$ cat config.mk
export PLATFORM = sky130hd
export DESIGN_NAME = result_corrector_flat
export DESIGN_NICKNAME = d
export VERILOG_FILES = /design/src/rtl/calc_pkg.sv /design/src/rtl/result_corrector_if.sv /design/src/rtl/result_corrector_twos_negate.sv /design/src/rtl/result_corrector.sv /design/src/flat_wrapper.sv
export SDC_FILE = /design/constraint.sdc
export NUM_CORES = 1
export LEC_CHECK = 0
export ABC_AREA = 1
export CAP_MARGIN = 10
export CORE_ASPECT_RATIO = 0.9
export CORE_MARGIN = 4
export CORE_UTILIZATION = 43
export DETAILED_ROUTE_END_ITERATION = 8
export GPL_ROUTABILITY_DRIVEN = 1
export GPL_TIMING_DRIVEN = 1
export HOLD_SLACK_MARGIN = 0.15
export PLACE_DENSITY = 0.75
export REMOVE_ABC_BUFFERS = 1
export SYNTH_ARGS = -nofsm -noshare
export SYNTH_HDL_FRONTEND = slang
export SYNTH_SLANG_ARGS = --single-unit
$ cat constraint.sdc
create_clock -name clk -period 1.2 [get_ports clk]
set_input_delay 0.36 -clock clk [delete_from_list [all_inputs] [get_ports clk]]
set_output_delay 0.36 -clock clk [all_outputs]
set_load 0.05 [all_outputs]
$ cat src/rtl/calc_pkg.sv
// Shared calculator datapath types and constants.
// The corrected-result struct is width-generic, so it is provided as a macro taking WIDTH.
`ifndef CALC_PKG_SV
`define CALC_PKG_SV

`define CALC_CORR_RES_T(W) struct packed { logic sign; logic [(W):0] magnitude; logic is_zero; }

package calc_pkg;
    localparam logic OP_ADD = 1'b0;
    localparam logic OP_SUB = 1'b1;
endpackage

`endif

$ cat src/rtl/result_corrector_if.sv
// Valid/ready handshake bundle between the adder/subtractor, the corrector and the display stage.
interface result_corrector_if #(
    parameter int unsigned WIDTH = 8
);
    logic             in_valid;
    logic             in_ready;
    logic             eff_sub;
    logic             a_lt_b;
    logic             carry;
    logic             sign_a;
    logic [WIDTH-1:0] sum;
    logic             out_valid;
    logic             out_ready;
    logic             sign;
    logic [WIDTH:0]   magnitude;
    logic             is_zero;

    modport master (
        output in_valid, eff_sub, a_lt_b, carry, sign_a, sum, out_ready,
        input  in_ready, out_valid, sign, magnitude, is_zero
    );

    modport slave (
        input  in_valid, eff_sub, a_lt_b, carry, sign_a, sum, out_ready,
        output in_ready, out_valid, sign, magnitude, is_zero
    );
endinterface

$ cat src/rtl/result_corrector_twos_negate.sv
// Combinational two's-complement negation of a WIDTH-bit value; the carry out is discarded.
module twos_negate #(
    parameter int unsigned WIDTH = 8
) (
    input  logic [WIDTH-1:0] x,
    output logic [WIDTH-1:0] y
);
    assign y = ~x + WIDTH'(1);
endmodule

$ cat src/rtl/result_corrector.sv
// Two-stage sign-magnitude correction of raw adder/subtractor results with valid/ready
// handshakes and a saturating count of delivered carry-out results.
module result_corrector
    import calc_pkg::*;
#(
    parameter int unsigned WIDTH = 8,
    parameter int unsigned CNT_W = 8
) (
    input  logic             clk,
    input  logic             rst_n,
    result_corrector_if.slave bus,
    input  logic             cnt_clr,
    output logic [CNT_W-1:0] ovf_count
);
    typedef `CALC_CORR_RES_T(WIDTH) corr_res_t;

    logic             s1_valid;
    logic             s1_eff_sub;
    logic             s1_a_lt_b;
    logic             s1_carry;
    logic             s1_sign_a;
    logic [WIDTH-1:0] s1_sum;
    logic             s2_valid;
    corr_res_t        s2_res;
    corr_res_t        corr;
    logic [WIDTH-1:0] neg_sum;
    logic             s2_load;
    logic             in_xfer;
    logic             out_xfer;

    twos_negate #(.WIDTH(WIDTH)) u_negate (
        .x (s1_sum),
        .y (neg_sum)
    );

    // in_ready looks through s2 so a draining pipe accepts every cycle.
    assign s2_load      = s1_valid && (!s2_valid || bus.out_ready);
    assign bus.in_ready = !s1_valid || s2_load;
    assign in_xfer      = bus.in_valid && bus.in_ready;
    assign out_xfer     = s2_valid && bus.out_ready;

    always_comb begin
        corr = '0;
        if (s1_eff_sub == OP_ADD) begin
            corr.magnitude = {s1_carry, s1_sum};
            corr.sign      = s1_sign_a;
        end else if (!s1_a_lt_b) begin
            corr.magnitude = {1'b0, s1_sum};
            corr.sign      = s1_sign_a;
        end else begin
            corr.magnitude = {1'b0, neg_sum};
            corr.sign      = ~s1_sign_a;
        end
        corr.is_zero = (corr.magnitude == '0);
        if (corr.is_zero) begin
            corr.sign = 1'b0;
        end
    end

    always_ff @(posedge clk) begin
        if (!rst_n) begin
            s1_valid <= 1'b0;
        end else if (in_xfer) begin
            s1_valid <= 1'b1;
        end else if (s2_load) begin
            s1_valid <= 1'b0;
        end
    end

    always_ff @(posedge clk) begin
        if (in_xfer) begin
            s1_eff_sub <= bus.eff_sub;
            s1_a_lt_b  <= bus.a_lt_b;
            s1_carry   <= bus.carry;
            s1_sign_a  <= bus.sign_a;
            s1_sum     <= bus.sum;
        end
    end

    always_ff @(posedge clk) begin
        if (!rst_n) begin
            s2_valid       <= 1'b0;
            s2_res         <= '0;
            s2_res.is_zero <= 1'b1;
        end else if (s2_load) begin
            s2_valid <= 1'b1;
            s2_res   <= corr;
        end else if (out_xfer) begin
            s2_valid <= 1'b0;
        end
    end

    always_ff @(posedge clk) begin
        if (!rst_n || cnt_clr) begin
            ovf_count <= '0;
        end else if (out_xfer && s2_res.magnitude[WIDTH] && ovf_count != '1) begin
            ovf_count <= ovf_count + CNT_W'(1);
        end
    end

    assign bus.out_valid = s2_valid;
    assign bus.sign      = s2_res.sign;
    assign bus.magnitude = s2_res.magnitude;
    assign bus.is_zero   = s2_res.is_zero;
endmodule

$ cat src/flat_wrapper.sv
// flat-port wrapper written by rule: the top's interface ports become plain ports
module result_corrector_flat import calc_pkg::*;
#(
    parameter int unsigned WIDTH = 8,
    parameter int unsigned CNT_W = 8
)
  (clk, rst_n, cnt_clr, ovf_count, bus_in_valid, bus_eff_sub, bus_a_lt_b, bus_carry, bus_sign_a, bus_sum, bus_out_ready, bus_in_ready, bus_out_valid, bus_sign, bus_magnitude, bus_is_zero);
  result_corrector_if #(.WIDTH(WIDTH)) bus_i ();
  input  logic clk;
  input  logic rst_n;
  input  logic cnt_clr;
  output logic [CNT_W-1:0] ovf_count;
  input wire logic [$bits(bus_i.in_valid)-1:0] bus_in_valid;
  input wire logic [$bits(bus_i.eff_sub)-1:0] bus_eff_sub;
  input wire logic [$bits(bus_i.a_lt_b)-1:0] bus_a_lt_b;
  input wire logic [$bits(bus_i.carry)-1:0] bus_carry;
  input wire logic [$bits(bus_i.sign_a)-1:0] bus_sign_a;
  input wire logic [$bits(bus_i.sum)-1:0] bus_sum;
  input wire logic [$bits(bus_i.out_ready)-1:0] bus_out_ready;
  output wire logic [$bits(bus_i.in_ready)-1:0] bus_in_ready;
  output wire logic [$bits(bus_i.out_valid)-1:0] bus_out_valid;
  output wire logic [$bits(bus_i.sign)-1:0] bus_sign;
  output wire logic [$bits(bus_i.magnitude)-1:0] bus_magnitude;
  output wire logic [$bits(bus_i.is_zero)-1:0] bus_is_zero;
  assign bus_i.in_valid = bus_in_valid;
  assign bus_i.eff_sub = bus_eff_sub;
  assign bus_i.a_lt_b = bus_a_lt_b;
  assign bus_i.carry = bus_carry;
  assign bus_i.sign_a = bus_sign_a;
  assign bus_i.sum = bus_sum;
  assign bus_i.out_ready = bus_out_ready;
  assign bus_in_ready = bus_i.in_ready;
  assign bus_out_valid = bus_i.out_valid;
  assign bus_sign = bus_i.sign;
  assign bus_magnitude = bus_i.magnitude;
  assign bus_is_zero = bus_i.is_zero;
  result_corrector #(.WIDTH(WIDTH), .CNT_W(CNT_W)) u_core (.clk(clk), .rst_n(rst_n), .bus(bus_i), .cnt_clr(cnt_clr), .ovf_count(ovf_count));
endmodule
Word-level counts from Yosys, hierarchy flattened
Cells that the tools add are included.
Widths: inputs -> output; s select.
{"block": "word_totals", "wordCells": 37, "out_inout_bits": 21, "regBits": 33}
{"block": "classes", "n_reduce_logical": 14, "muxes": 7, "n_addsub": 2, "bitwise_logic": 2, "eq_ne": 1}
{"op": "$mux 10", "count": 2}
{"op": "$add 8x1->8 const B", "count": 2}
{"op": "$logic_not 9->1", "count": 1}
{"op": "$ne 8x8->1 const B", "count": 1}
{"op": "$not 8->8", "count": 1}
{"op": "$logic_and 1x1->1", "count": 5}
{"op": "$mux 1", "count": 5}
{"op": "$reduce_bool 2->1", "count": 2}
{"op": "$logic_not 1->1", "count": 3}
{"op": "$logic_or 1x1->1", "count": 3}
{"op": "$not 1->1", "count": 1}

Depth between registers and ports, before layout
Gate-level depths: netlist of run 1.
{"block": "depth", "word_depth": 6, "depth_mapped": 10}

By module
From an unflattened synthesis of run 1, not the netlist that was laid out.
{"block": "unflattened", "cells_unflattened": 199, "hier_area_um2": 1610.3}
{"mod": "result_corrector", "cells_per_inst": 171, "n_inst": 1, "area_each_um2": 1458.9, "seq_area_each_um2": 780.7}
{"mod": "twos_negate", "cells_per_inst": 28, "n_inst": 1, "area_each_um2": 151.4, "seq_area_each_um2": 0.0}

Worst setup path after synthesis of run 1
OpenSTA, ideal clock, no wires.
{"block": "synth_path", "path_kind": "reg-to-reg", "from": "register u_core.s2_valid, in the netlist u_core.bus.out_valid", "to": "register u_core.s1_a_lt_b, enable pin", "synth_period_minus_slack_ns": 1.889, "required_time_ns": 0.905, "setup_ns": 0.295, "path_slack_ns": -0.689, "stages_incl_launch_ff": 4, "arrival_time_ns": 1.593, "n_path_buf": 0, "path_cell_list": "dfxtp_1 nand3_1 nand2_1 inv_1"}
{"block": "synth_via", "elab_chain_len": 5}
{"item": "start: declaration", "line": "result_corrector.sv:23", "source": "logic s2_valid;"}
{"item": "start signal: assignment", "line": "result_corrector.sv:82", "source": "s2_valid <= 1'b0;"}
{"item": "start signal: assignment", "line": "result_corrector.sv:86", "source": "s2_valid <= 1'b1;"}
{"item": "start signal: assignment", "line": "result_corrector.sv:89", "source": "s2_valid <= 1'b0;"}
{"item": "$logic_not 1->1", "line": "result_corrector.sv:37", "source": "assign s2_load = s1_valid && (!s2_valid || bus.out_ready);"}
{"item": "$logic_or 1x1->1", "line": "result_corrector.sv:37"}
{"item": "$logic_and 1x1->1", "line": "result_corrector.sv:37"}
{"item": "$logic_or 1x1->1", "line": "result_corrector.sv:38", "source": "assign bus.in_ready = !s1_valid || s2_load;"}
{"item": "via bus_in_ready", "line": "flat_wrapper.sv:20", "source": "output wire logic [$bits(bus_i.in_ready)-1:0] bus_in_ready;"}
{"item": "$logic_and 1x1->1", "line": "result_corrector.sv:39", "source": "assign in_xfer = bus.in_valid && bus.in_ready;"}
{"item": "via u_core.in_xfer", "line": "result_corrector.sv:28", "source": "logic in_xfer;"}
{"item": "end signal: assignment", "line": "result_corrector.sv:73", "source": "s1_a_lt_b <= bus.a_lt_b;"}
{"item": "end: declaration", "line": "result_corrector.sv:19", "source": "logic s1_a_lt_b;"}
The timed path passes the listed nets, and every way through them passes these cells.
A chain may end at the register's enable or synchronous reset.

Final worst setup path of run 1
{"block": "layout_path", "from": "register u_core.s1_eff_sub", "to": "register, netlist name u_core.bus.is_zero"}
{"block": "layout_via", "elab_chain_len": 2}
{"item": "start: declaration", "line": "result_corrector.sv:18", "source": "logic s1_eff_sub;"}
{"item": "start signal: assignment", "line": "result_corrector.sv:72", "source": "s1_eff_sub <= bus.eff_sub;"}
{"item": "$mux 10", "line": "result_corrector.sv:44", "source": "if (s1_eff_sub == OP_ADD) begin"}
{"item": "$logic_not 9->1", "line": "result_corrector.sv:54", "source": "corr.is_zero = (corr.magnitude == '0);"}
No other way between the ends.

==> results.sh, run 1 <==
export IMPL_numClockSinks=33
export IMPL_first_pass_iters=5
export IMPL_design_area_um2=2870
export IMPL_setup_violations=40
export IMPL_cts_root_buf="clkbuf_8"
export IMPL_syn_inst=173
export IMPL_n_antenna_cell=0
export IMPL_drc=0
export IMPL_grt_max_degree=18
export IMPL_cts_buffers=5
export IMPL_port_buffers=37
export IMPL_antenna_found_initial=0
export IMPL_wl_um=6890
export IMPL_ys_types=25
export IMPL_route_vias_total=1845
export IMPL_ir_drop_v=0.00124
export IMPL_overflow=0
export IMPL_hpwl_um=2980
export IMPL_hold_violations=0
export IMPL_cp_start_kind="register"
export IMPL_dieArea_um2=4410
export IMPL_synth_seq_cells=33
export IMPL_yosysSeqAreaShare_pct=53.2
export IMPL_holdCritPathClass="in -> reg"
export IMPL_h_tree_depth=2
export IMPL_worstPathMaxFanout=9
export IMPL_wire_per_inst_um=22.2
export IMPL_ctsHoldBuffers=0
export IMPL_finalMaxSlewViolations=0
export IMPL_violations="setup timing"
export IMPL_layout_commonest_cell="buf_4"
export IMPL_synthToLayoutAreaGrowth_pct=96.0
export IMPL_slowest_delay_ns=0.49
export IMPL_grt_usage_pct=25.2
export IMPL_cp_required_ns=1.43
export IMPL_outcome="finished, violations left"
export IMPL_cp_arrival_ns=1.99
export IMPL_cpMostUsedCell="nand2_1"
export IMPL_power_density_nw_per_um2=986
export IMPL_start_util_pct=46.4
export IMPL_grt_pass1_vias=1756
export IMPL_max_slew_margin_pct=80.7
export IMPL_leakage_uw=0.00122
export IMPL_largest_reg_flops=9
export IMPL_critPathTopFamily="simple AND/OR/NAND/NOR gates"
export IMPL_synth_area_per_cell_um2=8.48
export IMPL_fin_crit_ns=1.75
export IMPL_clock_skew_ns=0.00507
export IMPL_rows=19
export IMPL_die_w_um=69.6
export IMPL_maxCapViolations=0
export IMPL_core_um2=3160
export IMPL_drtIter0Drc=214
export IMPL_dpl_cell_area_um2=2360
export IMPL_avgViaCountPerCell=5.93
export IMPL_path_cells="nand2_2 -> inv_4 -> o21ai_1 -> nand2_1 -> nand2_1 -> nand2_1 -> nand2_1 -> nor2_2 -> nand2_1 -> nand2_1"
export IMPL_multi_input_area_um2=757
export IMPL_critPathCaptureType="register"
export IMPL_fmax_ghz=0.571
export IMPL_fill_cells=104
export IMPL_path_clk_slew_ns=0.07
export IMPL_slowest_stage="edfxtp_1"
export IMPL_worstSetupPathType="reg -> reg"
export IMPL_clockBufferDepth=2
export IMPL_cts_tree="done"
export IMPL_rsz0062_at_grt="yes"
export IMPL_yosysWarnings=0
export IMPL_layout_common_cells="buf_4, nand2_1, buf_12"
export IMPL_postRouteAntennaNets=0
export IMPL_drive_above_1_share_pct=53.5
export IMPL_syn_area_um2=1470
export IMPL_ioPinCount=38
export IMPL_worst_path_buf_inv=1
export IMPL_pre_cts_ws_ns=-0.471
export IMPL_worst_slack_ns=-0.553
export IMPL_nets=288
export IMPL_seq_area_um2=807
export IMPL_chipHeight_um=63.4
export IMPL_gp_congestion=0.892
export IMPL_grt_pass1_wl_um=8620
export IMPL_worstMarginPinSlew_ns=0.290
export IMPL_fin_crit_sh_pct=146
export IMPL_insertion_delay_ns=0.29
-- cell type report --
cell class	instances	share of cell area, %
Sequential cell	33	28.1
Inverter	19	2.83
Timing Repair Buffer	91	37.4
Multi-Input combinational cell	118	26.3
Clock buffer	7	3.35
Tap cell	42	1.83
Clock inverter	1	0.174
-- cell families after synthesis --
logic type,count (synthesis),share of synthesized area [%]
xor+xnor,5,2.99
flops,33,53.2
simple gates,72,21.1
fa+ha+maj,3,2.56
buf+inv,22,6.57
compound gates,38,13.6
-- metrics by stage --
| stage | power (uW) | hold slack (ns) | cells | utilization [%] | TNS [ns] |
|---|---|---|---|---|---|
| after floorplan | 1490 | 0.459 | 170 | - | -16.18 |
| after global placement | 1780 | 0.507 | 284 | 74.8 | -11.80 |
| after detailed placement | 1800 | 0.517 | 284 | 74.8 | -13.42 |
| after CTS | 2710 | 0.510 | 304 | 86.6 | -2.12 |
| after global routing | 2920 | 0.563 | 311 | 90.9 | -7.31 |
| final | 2830 | 0.548 | 311 | 90.9 | -6.15 |
-- synthesized netlist by cell type --
| cell type | n | area [um^2] |
|---|---|---|
| nand2_1 | 41 | 154 |
| dfxtp_1 | 21 | 420 |
| a21oi_1 | 20 | 100 |
| inv_1 | 17 | 63.8 |
| nor2_1 | 14 | 52.6 |
| o21ai_0 | 14 | 70.1 |
| edfxtp_1 | 12 | 360 |
| nand3_1 | 7 | 35.0 |
| ha_1 | 3 | 37.5 |
| nand2_2 | 3 | 18.8 |
| nand4_1 | 3 | 18.8 |
| xor2_1 | 3 | 26.3 |
| nor3_1 | 2 | 10.0 |
| xnor2_1 | 2 | 17.5 |
| a21boi_0 | 1 | 7.51 |
| buf_4 | 1 | 7.51 |
| buf_6 | 1 | 11.3 |
| clkbuf_1 | 1 | 3.75 |
| inv_2 | 1 | 3.75 |
| inv_4 | 1 | 6.26 |
| nand3b_1 | 1 | 7.51 |
| nand4_2 | 1 | 12.5 |
| o211ai_1 | 1 | 7.51 |
| o21ai_1 | 1 | 5.00 |
| o21ai_2 | 1 | 8.76 |
-- power by group --
part / switching (uW) / internal (uW) / total, uW / leakage, uW
Clock: 421 / 518 / 939 / 0.0000542
Combinational: 328 / 286 / 614 / 0.000865
Sequential: 64.2 / 1220 / 1280 / 0.000297
-- path summary, 6_finish.rpt --
check	from	end	slack, ns	depth (start not counted)
setup reg to reg	u_core.s1_eff_sub	u_core.bus.is_zero	-0.55	10
hold reg to reg	u_core.bus.magnitude[0]	u_core.bus.magnitude[0]	0.56	2
setup / recovery	u_core.s1_eff_sub	u_core.bus.is_zero	-0.55	10
hold / removal	bus_out_ready	u_core.bus.out_valid	0.55	4
-- repair_timing --
item | in CTS | in global routing
gates cloned | 0 | 0
pin swaps | 27 | 15
gates resized for setup | 62 | 29
endpoints found under the setup margin | 43 | 46
setup buffers | 13 | 10
-- routing by layer --
layer / part of all wire, % / global-route usage [%] / vias up
li1: - / - / 764
met5: 0 / 0 / -
met4: 7.1 / 13.9 / 0
met3: 11 / 5.88 / 54
met2: 47 / 46.3 / 164
met1: 35 / 26.3 / 863
-- worst reg2reg max path: cells and delay by family, from the launching register on --
family          cells  cell delay, ns
simple gates        8            0.93
flops               1            0.49
buf+inv             1            0.15
compound gates      1            0.14
(Power assumes the default switching activity.)
==> run 2: changes to the inputs <==
- CORE_UTILIZATION: 43 -> 25
- PLACE_DENSITY: 0.75 -> unset
- RECOVER_POWER: unset -> 25
==> results.sh, run 2 (synthesis results as in run 1) <==
export IMPL_ioPinCount=38
export IMPL_cp_required_ns=1.38
export IMPL_dpl_cell_area_um2=2420
export IMPL_swShare_pct=28.7
export IMPL_pre_cts_ws_ns=-0.421
export IMPL_drc=0
export IMPL_worstSetupPathType="reg -> reg"
export IMPL_seqPwrFrac_pct=47.0
export IMPL_violations="setup timing"
export IMPL_critPathCaptureType="register"
export IMPL_gp_congestion=0.795
export IMPL_p_int_uw=1910
export IMPL_multi_input_area_um2=822
export IMPL_hold_violations=0
export IMPL_n_antenna_cell=0
export IMPL_port_buffers=37
export IMPL_placed_cells=317
export IMPL_slowest_stage="edfxtp_1"
export IMPL_wire_per_inst_um=13.5
export IMPL_grt_max_degree=14
export IMPL_stdcell_count=340
export IMPL_overflow=0
export IMPL_cts_root_buf="clkbuf_8"
export IMPL_cp_arrival_ns=1.59
export IMPL_rr_endpoint="u_core.bus.magnitude[2]"
export IMPL_design_area_um2=2960
export IMPL_cp_start_kind="register"
export IMPL_nets=289
export IMPL_seq_area_um2=821
export IMPL_drive_above_1_share_pct=58.9
export IMPL_finalMaxSlewViolations=0
export IMPL_rrSetupSlack_ns=-0.21
export IMPL_utilization_pct=52.0
export IMPL_maxCapViolations=0
export IMPL_holdCritPathClass="reg -> reg"
export IMPL_chipHeight_um=80.7
export IMPL_rsz0062_at_grt="yes"
export IMPL_leakage_uw=0.00121
export IMPL_fmax_ghz=0.709
export IMPL_cts_buffers=5
export IMPL_fin_crit_ns=1.41
export IMPL_grt_pass1_vias=1519
export IMPL_route_vias_total=1515
export IMPL_slowest_delay_ns=0.44
export IMPL_combPwrFrac_pct=21.8
export IMPL_whs_ns=0.501
export IMPL_postRouteAntennaNets=0
export IMPL_synthToLayoutAreaGrowth_pct=102
export IMPL_power_frac_clock_pct=31.2
export IMPL_layout_commonest_cell="buf_4"
export IMPL_h_tree_depth=2
export IMPL_clock_skew_ns=0.00957
export IMPL_start_util_pct=25.8
export IMPL_path_cells="inv_2 -> ha_4 -> inv_2 -> nand3_2 -> nand2_2 -> buf_4 -> buf_4 -> a21oi_2 -> nor2_1"
export IMPL_die_w_um=88.7
export IMPL_layout_common_cells="buf_4, nand2_1, buf_12"
export IMPL_p_switching_uw=770
export IMPL_path_clk_slew_ns=0.08
export IMPL_setup_violations=24
export IMPL_worstPathMaxFanout=3
export IMPL_endpoint="u_core.bus.magnitude[2]"
export IMPL_max_slew_margin_pct=81.5
export IMPL_fin_crit_sh_pct=118
export IMPL_worst_slack_ns=-0.211
export IMPL_grt_pass1_wl_um=6960
export IMPL_first_pass_iters=4
export IMPL_worst_path_buf_inv=4
export IMPL_rr_startpoint="u_core.s1_sum[1]"
export IMPL_critPathTopFamily="flip-flops"
export IMPL_fill_cells=477
export IMPL_largest_reg_flops=9
export IMPL_rows=26
export IMPL_antenna_found_initial=0
export IMPL_numClockSinks=33
export IMPL_reg2regPathDepth=9
export IMPL_power_density_nw_per_um2=907
export IMPL_core_um2=5690
export IMPL_outcome="finished, violations left"
export IMPL_insertion_delay_ns=0.29
export IMPL_dieArea_um2=7160
export IMPL_drtIter0Drc=58
export IMPL_ir_drop_v=0.000448
export IMPL_worstMarginPinSlew_ns=0.276
export IMPL_clockBufferDepth=2
export IMPL_wl_um=4590
export IMPL_timing_critical_path_depth=9
export IMPL_startpoint="u_core.s1_sum[1]"
export IMPL_cts_tree="done"
export IMPL_avgViaCountPerCell=4.46
export IMPL_ctsHoldBuffers=0
export IMPL_hpwl_um=2890
export IMPL_grt_usage_pct=12.6
## run 2: how the worst min path moves through the flow
stage,from,end,slack (ns),cells after the start
finish,u_core.bus.is_zero,u_core.bus.is_zero,0.50,2
global route,u_core.bus.is_zero,u_core.bus.is_zero,0.53,2
CTS,u_core.ovf_count[7],u_core.ovf_count[7],0.51,2
detailed placement,u_core.bus.is_zero,u_core.bus.is_zero,0.53,2
global placement,u_core.bus.is_zero,u_core.bus.is_zero,0.53,2
floorplan,bus_a_lt_b,u_core.s1_a_lt_b,0.46,0
## run 2: tightest hold or removal path: cells and delay by family, from the launching register on
family | cells | cell delay (ns)
and+or+nand+nor | 1 | 0.05
DFF | 1 | 0.36
AOI/OAI and AO/OA | 1 | 0.07
## run 2: timing repair
| item | CTS | global route |
|---|---|---|
| gates resized for setup | 72 | 42 |
| pin swaps | 32 | 21 |
| setup buffers | 15 | 6 |
| setup endpoints to repair | 43 | 43 |
| cloned | 0 | 0 |
## run 2: cell type report
type / count / area share, %
Clock inverter: 3 / 0.550
Clock buffer: 5 / 2.33
Multi-Input combinational cell: 118 / 27.8
Tap cell: 70 / 2.96
Sequential cell: 33 / 27.7
Timing Repair Buffer: 92 / 36.1
Inverter: 19 / 2.50
## run 2: power by group through the flow
stage | logic (uW) | clock network (uW) | registers [uW]
finish | 584 | 837 | 1260
global route | 624 | 903 | 1270
CTS | 549 | 852 | 1260
detailed placement | 503 | 0 | 1290
global placement | 496 | 0 | 1290
floorplan | 116 | 0 | 1370
## run 2: layer usage
metal / track usage (%) / up-vias / share of wire (%)
li1: - / 773 / -
met5: 0 / - / 0
met1: 15.1 / 703 / 43
met4: 4.68 / 0 / 2.0
met3: 2.87 / 11 / 3.2
met2: 21.7 / 28 / 52
## run 2: through the flow
stage	total power, uW	setup TNS [ns]
global placement	1790	-12.13
finish	2680	-2.72
detailed placement	1800	-12.57
CTS	2660	-1.51
floorplan	1490	-16.18
global route	2800	-4.09
